===== config.mk =====
export PLATFORM = sky130hd
export DESIGN_NAME = pipe_hazard_ctrl
export DESIGN_NICKNAME = d
export VERILOG_FILES = /design/src/rtl/pipe_hazard_ctrl_pkg.sv /design/src/rtl/pipe_hazard_ctrl_hazard_detect.sv /design/src/rtl/pipe_hazard_ctrl.sv
export SDC_FILE = /design/constraint.sdc
export NUM_CORES = 1
export LEC_CHECK = 0
export BUFFER_PORTS_ARGS = -buffer_cell sky130_fd_sc_hd__buf_4
export CORE_MARGIN = 2
export CORE_UTILIZATION = 35
export CTS_CLUSTER_SIZE = 25
export DETAILED_ROUTE_END_ITERATION = 16
export HOLD_SLACK_MARGIN = 0.03
export MAX_ROUTING_LAYER = met4
export PLACE_DENSITY = 0.71
export SETUP_SLACK_MARGIN = 0.05
export SLEW_MARGIN = 20
export SYNTH_ARGS = -nofsm -noshare
export SYNTH_HDL_FRONTEND = slang
export SYNTH_HIERARCHICAL = 1
export SYNTH_SLANG_ARGS = --single-unit

===== constraint.sdc =====
create_clock -name clk -period 2 [get_ports clk]
set_input_delay 0.5 -clock clk [delete_from_list [all_inputs] [get_ports clk]]
set_output_delay 0.5 -clock clk [all_outputs]
set_load 0.01 [all_outputs]

===== src/rtl/pipe_hazard_ctrl_pkg.sv =====
// ============================================================================
// pipe_hazard_ctrl_pkg : shared state encodings and width defaults
// Revision 1.0
// ============================================================================
`default_nettype none

package pipe_hazard_ctrl_pkg;

  localparam int DEF_XLEN = 32;
  localparam int DEF_RA_W = 5;

  typedef enum logic [1:0] {
    ST_RUN   = 2'd0,
    ST_REDIR = 2'd1,
    ST_DRAIN = 2'd2
  } hz_state_e;

  // Hazard priority, highest first:
  //   1. dmem busy   : stall F/D/E/M, bubble W
  //   2. mc busy     : stall F/D/E, bubble M
  //   3. mispredict, fetch ready : redirect, bubble D/E
  //   4. mispredict, fetch busy  : park target, stall F, bubble D/E
  //   5. load-use    : stall F/D, bubble E
  //   6. fence with older instrs in flight : stall F/D, bubble E, drain

endpackage

`default_nettype wire


===== src/rtl/pipe_hazard_ctrl_hazard_detect.sv =====
// ============================================================================
// hazard_detect : load-use compare between execute rd and decode sources
// Revision 1.0
// ============================================================================
`default_nettype none

module hazard_detect #(
  parameter int RA_W = 5
) (
  input  logic [RA_W-1:0] decode_i_rs1,
  input  logic [RA_W-1:0] decode_i_rs2,
  input  logic            decode_i_use_rs1,
  input  logic            decode_i_use_rs2,
  input  logic [RA_W-1:0] execute_i_rd,
  input  logic            execute_i_is_load,
  output logic            load_use_o
);

  logic rd_live;
  logic rs1_hit;
  logic rs2_hit;

  // x0 is hardwired to zero, so a load targeting it never blocks a reader.
  assign rd_live    = execute_i_is_load && (execute_i_rd != '0);
  assign rs1_hit    = decode_i_use_rs1 && (decode_i_rs1 == execute_i_rd);
  assign rs2_hit    = decode_i_use_rs2 && (decode_i_rs2 == execute_i_rd);
  assign load_use_o = rd_live && (rs1_hit || rs2_hit);

endmodule

`default_nettype wire


===== src/rtl/pipe_hazard_ctrl.sv =====
// ============================================================================
// pipe_hazard_ctrl : stall/bubble sequencer and fetch redirect for rv32I pipe
// Optional counters enabled by PIPE_HAZARD_CTRL_PERF_EN. Revision 1.0
// ============================================================================
`default_nettype none

module pipe_hazard_ctrl
  import pipe_hazard_ctrl_pkg::*;
#(
  parameter int XLEN  = DEF_XLEN,
  parameter int RA_W  = DEF_RA_W,
  parameter int CNT_W = 32
) (
  input  logic             clk,
  input  logic             rst,
  input  logic [RA_W-1:0]  decode_i_rs1,
  input  logic [RA_W-1:0]  decode_i_rs2,
  input  logic             decode_i_use_rs1,
  input  logic             decode_i_use_rs2,
  input  logic             decode_i_fence,
  input  logic [RA_W-1:0]  execute_i_rd,
  input  logic             execute_i_is_load,
  input  logic             execute_i_mispredict,
  input  logic [XLEN-1:0]  execute_i_target_pc,
  input  logic             execute_i_mc_busy,
  input  logic             regE_i_commit,
  input  logic             regM_i_commit,
  input  logic             regW_i_commit,
  input  logic             imem_i_busy,
  input  logic             dmem_i_busy,
  output logic             ctrl_o_regF_stall,
  output logic             ctrl_o_regD_stall,
  output logic             ctrl_o_regD_bubble,
  output logic             ctrl_o_regE_stall,
  output logic             ctrl_o_regE_bubble,
  output logic             ctrl_o_regM_stall,
  output logic             ctrl_o_regM_bubble,
  output logic             ctrl_o_regW_bubble,
  output logic             ctrl_o_redirect_valid,
  output logic [XLEN-1:0]  ctrl_o_redirect_pc,
  output logic [CNT_W-1:0] ctrl_o_perf_stall,
  output logic [CNT_W-1:0] ctrl_o_perf_flush
);

  hz_state_e       state_q, state_d;
  logic [XLEN-1:0] pend_pc_q, pend_pc_d;
  logic            load_use;
  logic            any_commit;

  hazard_detect #(.RA_W(RA_W)) u_hazard_detect (
    .decode_i_rs1      (decode_i_rs1),
    .decode_i_rs2      (decode_i_rs2),
    .decode_i_use_rs1  (decode_i_use_rs1),
    .decode_i_use_rs2  (decode_i_use_rs2),
    .execute_i_rd      (execute_i_rd),
    .execute_i_is_load (execute_i_is_load),
    .load_use_o        (load_use)
  );

  assign any_commit = regE_i_commit || regM_i_commit || regW_i_commit;

  always_comb begin
    ctrl_o_regF_stall     = 1'b0;
    ctrl_o_regD_stall     = 1'b0;
    ctrl_o_regD_bubble    = 1'b0;
    ctrl_o_regE_stall     = 1'b0;
    ctrl_o_regE_bubble    = 1'b0;
    ctrl_o_regM_stall     = 1'b0;
    ctrl_o_regM_bubble    = 1'b0;
    ctrl_o_regW_bubble    = 1'b0;
    ctrl_o_redirect_valid = 1'b0;
    ctrl_o_redirect_pc    = '0;
    state_d               = state_q;
    pend_pc_d             = pend_pc_q;

    if (rst) begin
      ctrl_o_regD_bubble = 1'b1;
      ctrl_o_regE_bubble = 1'b1;
      ctrl_o_regM_bubble = 1'b1;
      ctrl_o_regW_bubble = 1'b1;
      state_d            = ST_RUN;
      pend_pc_d          = '0;
    end else if (dmem_i_busy) begin
      // Back-pressure freezes everything up to M; state and parked pc survive.
      ctrl_o_regF_stall  = 1'b1;
      ctrl_o_regD_stall  = 1'b1;
      ctrl_o_regE_stall  = 1'b1;
      ctrl_o_regM_stall  = 1'b1;
      ctrl_o_regW_bubble = 1'b1;
    end else if (execute_i_mc_busy) begin
      ctrl_o_regF_stall  = 1'b1;
      ctrl_o_regD_stall  = 1'b1;
      ctrl_o_regE_stall  = 1'b1;
      ctrl_o_regM_bubble = 1'b1;
    end else begin
      unique case (state_q)
        ST_RUN: begin
          if (execute_i_mispredict) begin
            ctrl_o_regD_bubble = 1'b1;
            ctrl_o_regE_bubble = 1'b1;
            if (!imem_i_busy) begin
              ctrl_o_redirect_valid = 1'b1;
              ctrl_o_redirect_pc    = execute_i_target_pc;
            end else begin
              ctrl_o_regF_stall = 1'b1;
              pend_pc_d         = execute_i_target_pc;
              state_d           = ST_REDIR;
            end
          end else if (load_use) begin
            ctrl_o_regF_stall  = 1'b1;
            ctrl_o_regD_stall  = 1'b1;
            ctrl_o_regE_bubble = 1'b1;
          end else if (decode_i_fence && any_commit) begin
            ctrl_o_regF_stall  = 1'b1;
            ctrl_o_regD_stall  = 1'b1;
            ctrl_o_regE_bubble = 1'b1;
            state_d            = ST_DRAIN;
          end
        end
        ST_REDIR: begin
          // Whatever fetch returns meanwhile is wrong-path and is dropped in D.
          ctrl_o_regD_bubble = 1'b1;
          if (imem_i_busy) begin
            ctrl_o_regF_stall = 1'b1;
          end else begin
            ctrl_o_redirect_valid = 1'b1;
            ctrl_o_redirect_pc    = pend_pc_q;
            state_d               = ST_RUN;
          end
        end
        ST_DRAIN: begin
          if (any_commit) begin
            ctrl_o_regF_stall  = 1'b1;
            ctrl_o_regD_stall  = 1'b1;
            ctrl_o_regE_bubble = 1'b1;
          end else begin
            state_d = ST_RUN;
          end
        end
        default: begin
          state_d = ST_RUN;
        end
      endcase
    end
  end

  always_ff @(posedge clk) begin
    if (rst) begin
      state_q   <= ST_RUN;
      pend_pc_q <= '0;
    end else begin
      state_q   <= state_d;
      pend_pc_q <= pend_pc_d;
    end
  end

`ifdef PIPE_HAZARD_CTRL_PERF_EN
  logic [CNT_W-1:0] perf_stall_q, perf_stall_d;
  logic [CNT_W-1:0] perf_flush_q, perf_flush_d;
  logic             flush_accept;

  // Mispredict acceptance mirrors rules 3/4: only in RUN and not overridden.
  assign flush_accept = !rst && !dmem_i_busy && !execute_i_mc_busy &&
                        (state_q == ST_RUN) && execute_i_mispredict;

  always_comb begin
    perf_stall_d = perf_stall_q + {{(CNT_W-1){1'b0}}, ctrl_o_regF_stall};
    perf_flush_d = perf_flush_q + {{(CNT_W-1){1'b0}}, flush_accept};
  end

  always_ff @(posedge clk) begin
    if (rst) begin
      perf_stall_q <= '0;
      perf_flush_q <= '0;
    end else begin
      perf_stall_q <= perf_stall_d;
      perf_flush_q <= perf_flush_d;
    end
  end

  assign ctrl_o_perf_stall = perf_stall_q;
  assign ctrl_o_perf_flush = perf_flush_q;
`else
  assign ctrl_o_perf_stall = '0;
  assign ctrl_o_perf_flush = '0;
`endif

endmodule

`default_nettype wire


==> Yosys cells after proc, flatten, opt, wreduce, memory -nomap -nowiden <==
Cells that the tools add are included.
{ "totals": {"wordCells": 77, "output_inout_bits": 105, "input_bits": 60, "register_bits": 34} }
{ "classes": {"muxes": 52, "bitwise_logic": 2, "eq_ne": 9, "reduce_logical": 12} }
{ "ops": {"columns": ["op", "count"], "rows": [
  ["$mux W32", 6],
  ["$pmux W32 S2", 1],
  ["$mux W1", 33],
  ["$mux W2", 6],
  ["$eq A5 B5 Y1", 2],
  ["$ne A3 B3 Y1 const B", 3],
  ["$pmux W1 S2", 4],
  ["$reduce_and A7 Y1", 1],
  ["$pmux W2 S3", 1],
  ["$logic_and A1 B1 Y1", 5],
  ["$reduce_and A5 Y1", 1],
  ["$reduce_bool A5 Y1", 1],
  ["$ne A2 B2 Y1 const B", 2],
  ["$logic_or A1 B1 Y1", 3],
  ["$pmux W1 S3", 1],
  ["$eq A2 B1 Y1 const B", 1],
  ["$eq A2 B2 Y1 const B", 1],
  ["$logic_not A2 Y1", 1],
  ["$not A1 Y1", 2]
]} }

==> Logic depth before layout (Yosys ltp) <==
{ "depth": {"word_depth": 10, "mapped_depth": 7, "ltp_nobuf": 7} }

==> Modules after synthesis <==
Netlist, hierarchy kept.
{ "by_module_without_submodules": {"columns": ["module", "instances", "cells_per_inst", "area_per_inst_um2", "seq_area_each_um2"], "rows": [
  ["pipe_hazard_ctrl", 1, 331, 2461.1, 680.7],
  ["hazard_detect", 1, 17, 133.9, 0.0]
]} }

==> Worst setup path before layout <==
Ideal clock, no wire load.
{ "synth_timing": {"path_kind": "in2out", "from": "input port execute_i_rd[0]", "to": "output port ctrl_o_regE_bubble", "path_buffers": 0, "path_slack_ns": -0.217, "cell_stages": 6, "required_time_ns": 1.500, "arrival_ns": 1.717, "path_cell_list": "xor2_1 > nor4_2 > nand3_1 > a21oi_1 > nor3_1 > o41ai_1"} }
{ "synth_via": {"elab_chain_len": 10, "elab_cells_between_ends": 14, "classes_between": "eq/ne: 2; mux: 6; reduce/logical: 6"} }
{ "synth_rtl": {"columns": ["item", "line", "rtl"], "rows": [
  ["from (decl)", "pipe_hazard_ctrl.sv:21", "input logic [RA_W-1:0] execute_i_rd,"],
  ["$eq A5 B5 Y1, on equally long branches", "pipe_hazard_ctrl_hazard_detect.sv:25, pipe_hazard_ctrl_hazard_detect.sv:26", null],
  ["$logic_and A1 B1 Y1, on equally long branches", "pipe_hazard_ctrl_hazard_detect.sv:25, pipe_hazard_ctrl_hazard_detect.sv:26", null],
  ["$logic_or A1 B1 Y1", "pipe_hazard_ctrl_hazard_detect.sv:27", "assign load_use_o = rd_live && (rs1_hit || rs2_hit);"],
  ["$logic_and A1 B1 Y1 (*)", "pipe_hazard_ctrl_hazard_detect.sv:27", null],
  ["net load_use", "pipe_hazard_ctrl.sv:47", "logic load_use;"],
  ["$mux W1 (*)", "pipe_hazard_ctrl.sv:109", "end else if (load_use) begin"],
  ["$mux W1 (*)", "pipe_hazard_ctrl.sv:98", "if (execute_i_mispredict) begin"],
  ["$pmux W1 S2 (*)", "pipe_hazard_ctrl.sv:96", "unique case (state_q)"],
  ["$mux W1 (*)", "pipe_hazard_ctrl.sv:90", "end else if (execute_i_mc_busy) begin"],
  ["$mux W1 (*)", "pipe_hazard_ctrl.sv:83", "end else if (dmem_i_busy) begin"],
  ["$mux W1 (*)", "pipe_hazard_ctrl.sv:76", "if (rst) begin"],
  ["to (decl)", "pipe_hazard_ctrl.sv:35", "output logic ctrl_o_regE_bubble,"]
]} }
The timed path passes the listed nets; every way through them passes the cells marked *.

==> Final worst setup path <==
{ "layout_timing": {"from": "input port execute_i_rd[1]", "to": "output port ctrl_o_regE_bubble"} }
Same word-level chain as after synthesis.

==> impl_metrics.yaml <==
sta:
  hold_violations: 0
  rsz0062_at_grt: "true"
  fin_skew_ps: 1.72
  whs_ps: 478
  period_share_pct: 118
  period_needed_ps: 2360
  relSlewSlack_pct: 58.6
  tightest_slew_ps: 621
  slew_violations: 0
  fmax_ghz: 0.424
  layout_setup_ws_ps: -357
  finalSetupViolCount: 36
grt:
  grt_max_degree: 33
  grt_use_total_pct: 18.3
  antenna_found_initial: 0
  gr-total-overflow: 0
  grt_pass1_wl_mm: 12.0
  grt_pass1_vias: 2559
setup_path:
  crit_buf_inv: 2
  crit_family: "simple AND/OR/NAND/NOR gates"
  worstSetupStartpoint: "execute_i_rd[1]"
  crit_arrival_ps: 1860
  critPathSlowestCell: "nor4_2"
  regToRegSetupSlack_ps: 210
  crit_fanout: 3
  crit_path_max_incr_delay_ps: 290
  r2r-start: "state_q[1]"
  cp-start-kind: "input pin"
  worstPathRequired_ps: 1500
  critPathCaptureType: "output pin"
  path_class: "in -> out"
  cp_cell_sequence: "buf_8 -> xor2_1 -> nor4_2 -> nand3_1 -> a21oi_2 -> nor3_2 -> o41ai_2 -> buf_4"
floorplan:
  core-area_um2: 7210
  initial_utilization_pct: 36.0
  io_pins: 165
  dieWidth_um: 90.1
  die_y_um: 90.1
  row_count: 31
  die_area_um2: 8120
logic_synthesis:
  postSynthCellCount: 348
  ys_ff_latch: 34
  syn_avg_cell_area_um2: 7.46
  syn-cell-area_um2: 2590
  yosysUniqueCellTypes: 39
  ys_warn_count: 6
  seq_area_frac_synth_pct: 26.2
clocking:
  hold_buffers: 0
  clock_sinks: 34
  clock_latency_ps: 280
  numCtsBuffers: 5
  cts_tree: "built"
  clk_pin_slew_worst_paths_ps: 70
  max-clock-path-buffers: 2
  cts_htree_levels: 2
  cts-root-buf: "clkbuf_8"
detailed_routing:
  vias: 2747
  drt-initial-drc-count: 118
  viasPerCell: 4.92
  routedWlPerCell_um: 14.0
  wirelength_mm: 7.80
  drc: 0
  antenna_left: 0
  dr.pass1.iters: 5
layout:
  nets: 518
  layout_common_cells: "buf_4, conb_1, buf_6"
  syn2layout_area_growth_pct: 56.2
  final_common_cell: "buf_4"
  n_antenna_cell: 0
  drive_above_1_share_pct: 44.9
  utilization_pct: 56.2
flow_run:
  drv_cap: 0
power_and_ir_drop:
  power_mw: 1.76
  power.density_nw_per_um2: 434
  peakVddDrop_mv: 0.250
  leakage_nw: 1.58
placement:
  dp_hpwl_mm: 5.15
  place.gp.congestion: 0.786
  portBuffers: 100
min_path:
  min_path_type: "reg -> reg"
  holdCritStartpoint: "pend_pc_q[30]"
run_status:
  violations: "negative setup slack"
  outcome: "complete, but fails checks"
==> cells by family after synthesis <==
group / count (synthesis) / share of synthesized area, %
compound gates: 111 / 25.2
simple gates: 96 / 19.3
buf+inv: 95 / 25.4
flops: 34 / 26.2
xor+xnor: 10 / 3.38
mux: 1 / 0.386
other cells: 1 / 0.145
==> registers in the layout (all words and copies together) (netlist names) <==
name	count
state_q	2
pend_pc_q	32
==> path summary, 6_finish.rpt <==
| check | end | cells after the start |
|---|---|---|
| hold reg to reg | pend_pc_q[30] | 2 |
| setup / recovery | ctrl_o_regE_bubble | 8 |
| hold / removal | pend_pc_q[30] | 2 |
| setup reg to reg | pend_pc_q[5] | 4 |
==> cell usage after synthesis, drive strengths merged <==
master / number / area share (%)
a211oi: 1 / 0.29
a21o: 1 / 0.29
a21oi: 36 / 6.9
a22oi: 32 / 9.3
a31oi: 1 / 0.24
and3b: 1 / 0.34
buf: 78 / 23
clkbuf: 15 / 2.2
conb: 1 / 0.14
dfxtp: 34 / 26
inv: 2 / 0.29
mux2i: 1 / 0.39
nand2: 4 / 0.58
nand3: 35 / 6.8
nor2: 39 / 5.7
nor2b: 2 / 0.48
nor3: 2 / 0.39
nor3b: 3 / 1.4
nor4: 2 / 0.72
nor4b: 1 / 0.92
o21ai: 36 / 6.9
o22ai: 1 / 0.24
o31a: 1 / 0.34
o31ai: 1 / 0.29
o41ai: 1 / 0.34
or2: 1 / 0.24
or3: 2 / 0.48
or3b: 2 / 0.68
or4: 2 / 0.58
xnor2: 2 / 0.68
xor2: 8 / 2.7
==> repair_timing <==
| action | 4_1_cts | 5_1_grt |
|---|---|---|
| pin swaps | 26 | 13 |
| hold endpoints to repair | 0 | 0 |
| endpoints found under the setup margin | 36 | 36 |
| cloned | 5 | 1 |
| gates resized for setup | 71 | 38 |
| setup buffers | 4 | 4 |
==> metal layers <==
metal,routed length (µm),up-vias,global-route usage (%)
met4,40,0,5.26
met2,4080,132,30.8
met5,0,-,-
li1,-,1317,-
met3,521,4,3.86
met1,3160,1294,22.1
==> worst register-to-register path, cell delays in order (launching register included) <==
cell     delay [ps]
dfxtp_2         380
buf_4           160
or3b_2          740
o21ai_0         300
a21oi_1         100
==> final cells by class <==
class / instances / area [µm²]
sequential: 34 / 686
clock buffer: 6 / 82.6
inverter: 2 / 7.51
timing repair buffer: 133 / 1260
multi-input combinational: 282 / 1880
clock inverter: 2 / 12.5
fill: 660 / 3160
tap: 99 / 124
==> through the flow <==
stage,instances,setup TNS (ps),setup WS (ps),area (µm²)
floorplan,411,-2350,-100,3010
global placement,542,-10050,-356,3460
detailed placement,542,-9930,-362,3460
CTS,559,-8810,-330,3970
global route,558,-7370,-445,4050
finish,558,-6190,-357,4050
==> where the power goes <==
part	switching [mW]	total [mW]	internal, mW
Combinational	0.298	0.529	0.231
Sequential	0.00980	0.700	0.691
Clock	0.254	0.531	0.277
Total	0.562	1.76	1.20
Power figures use the tool's default switching activity.
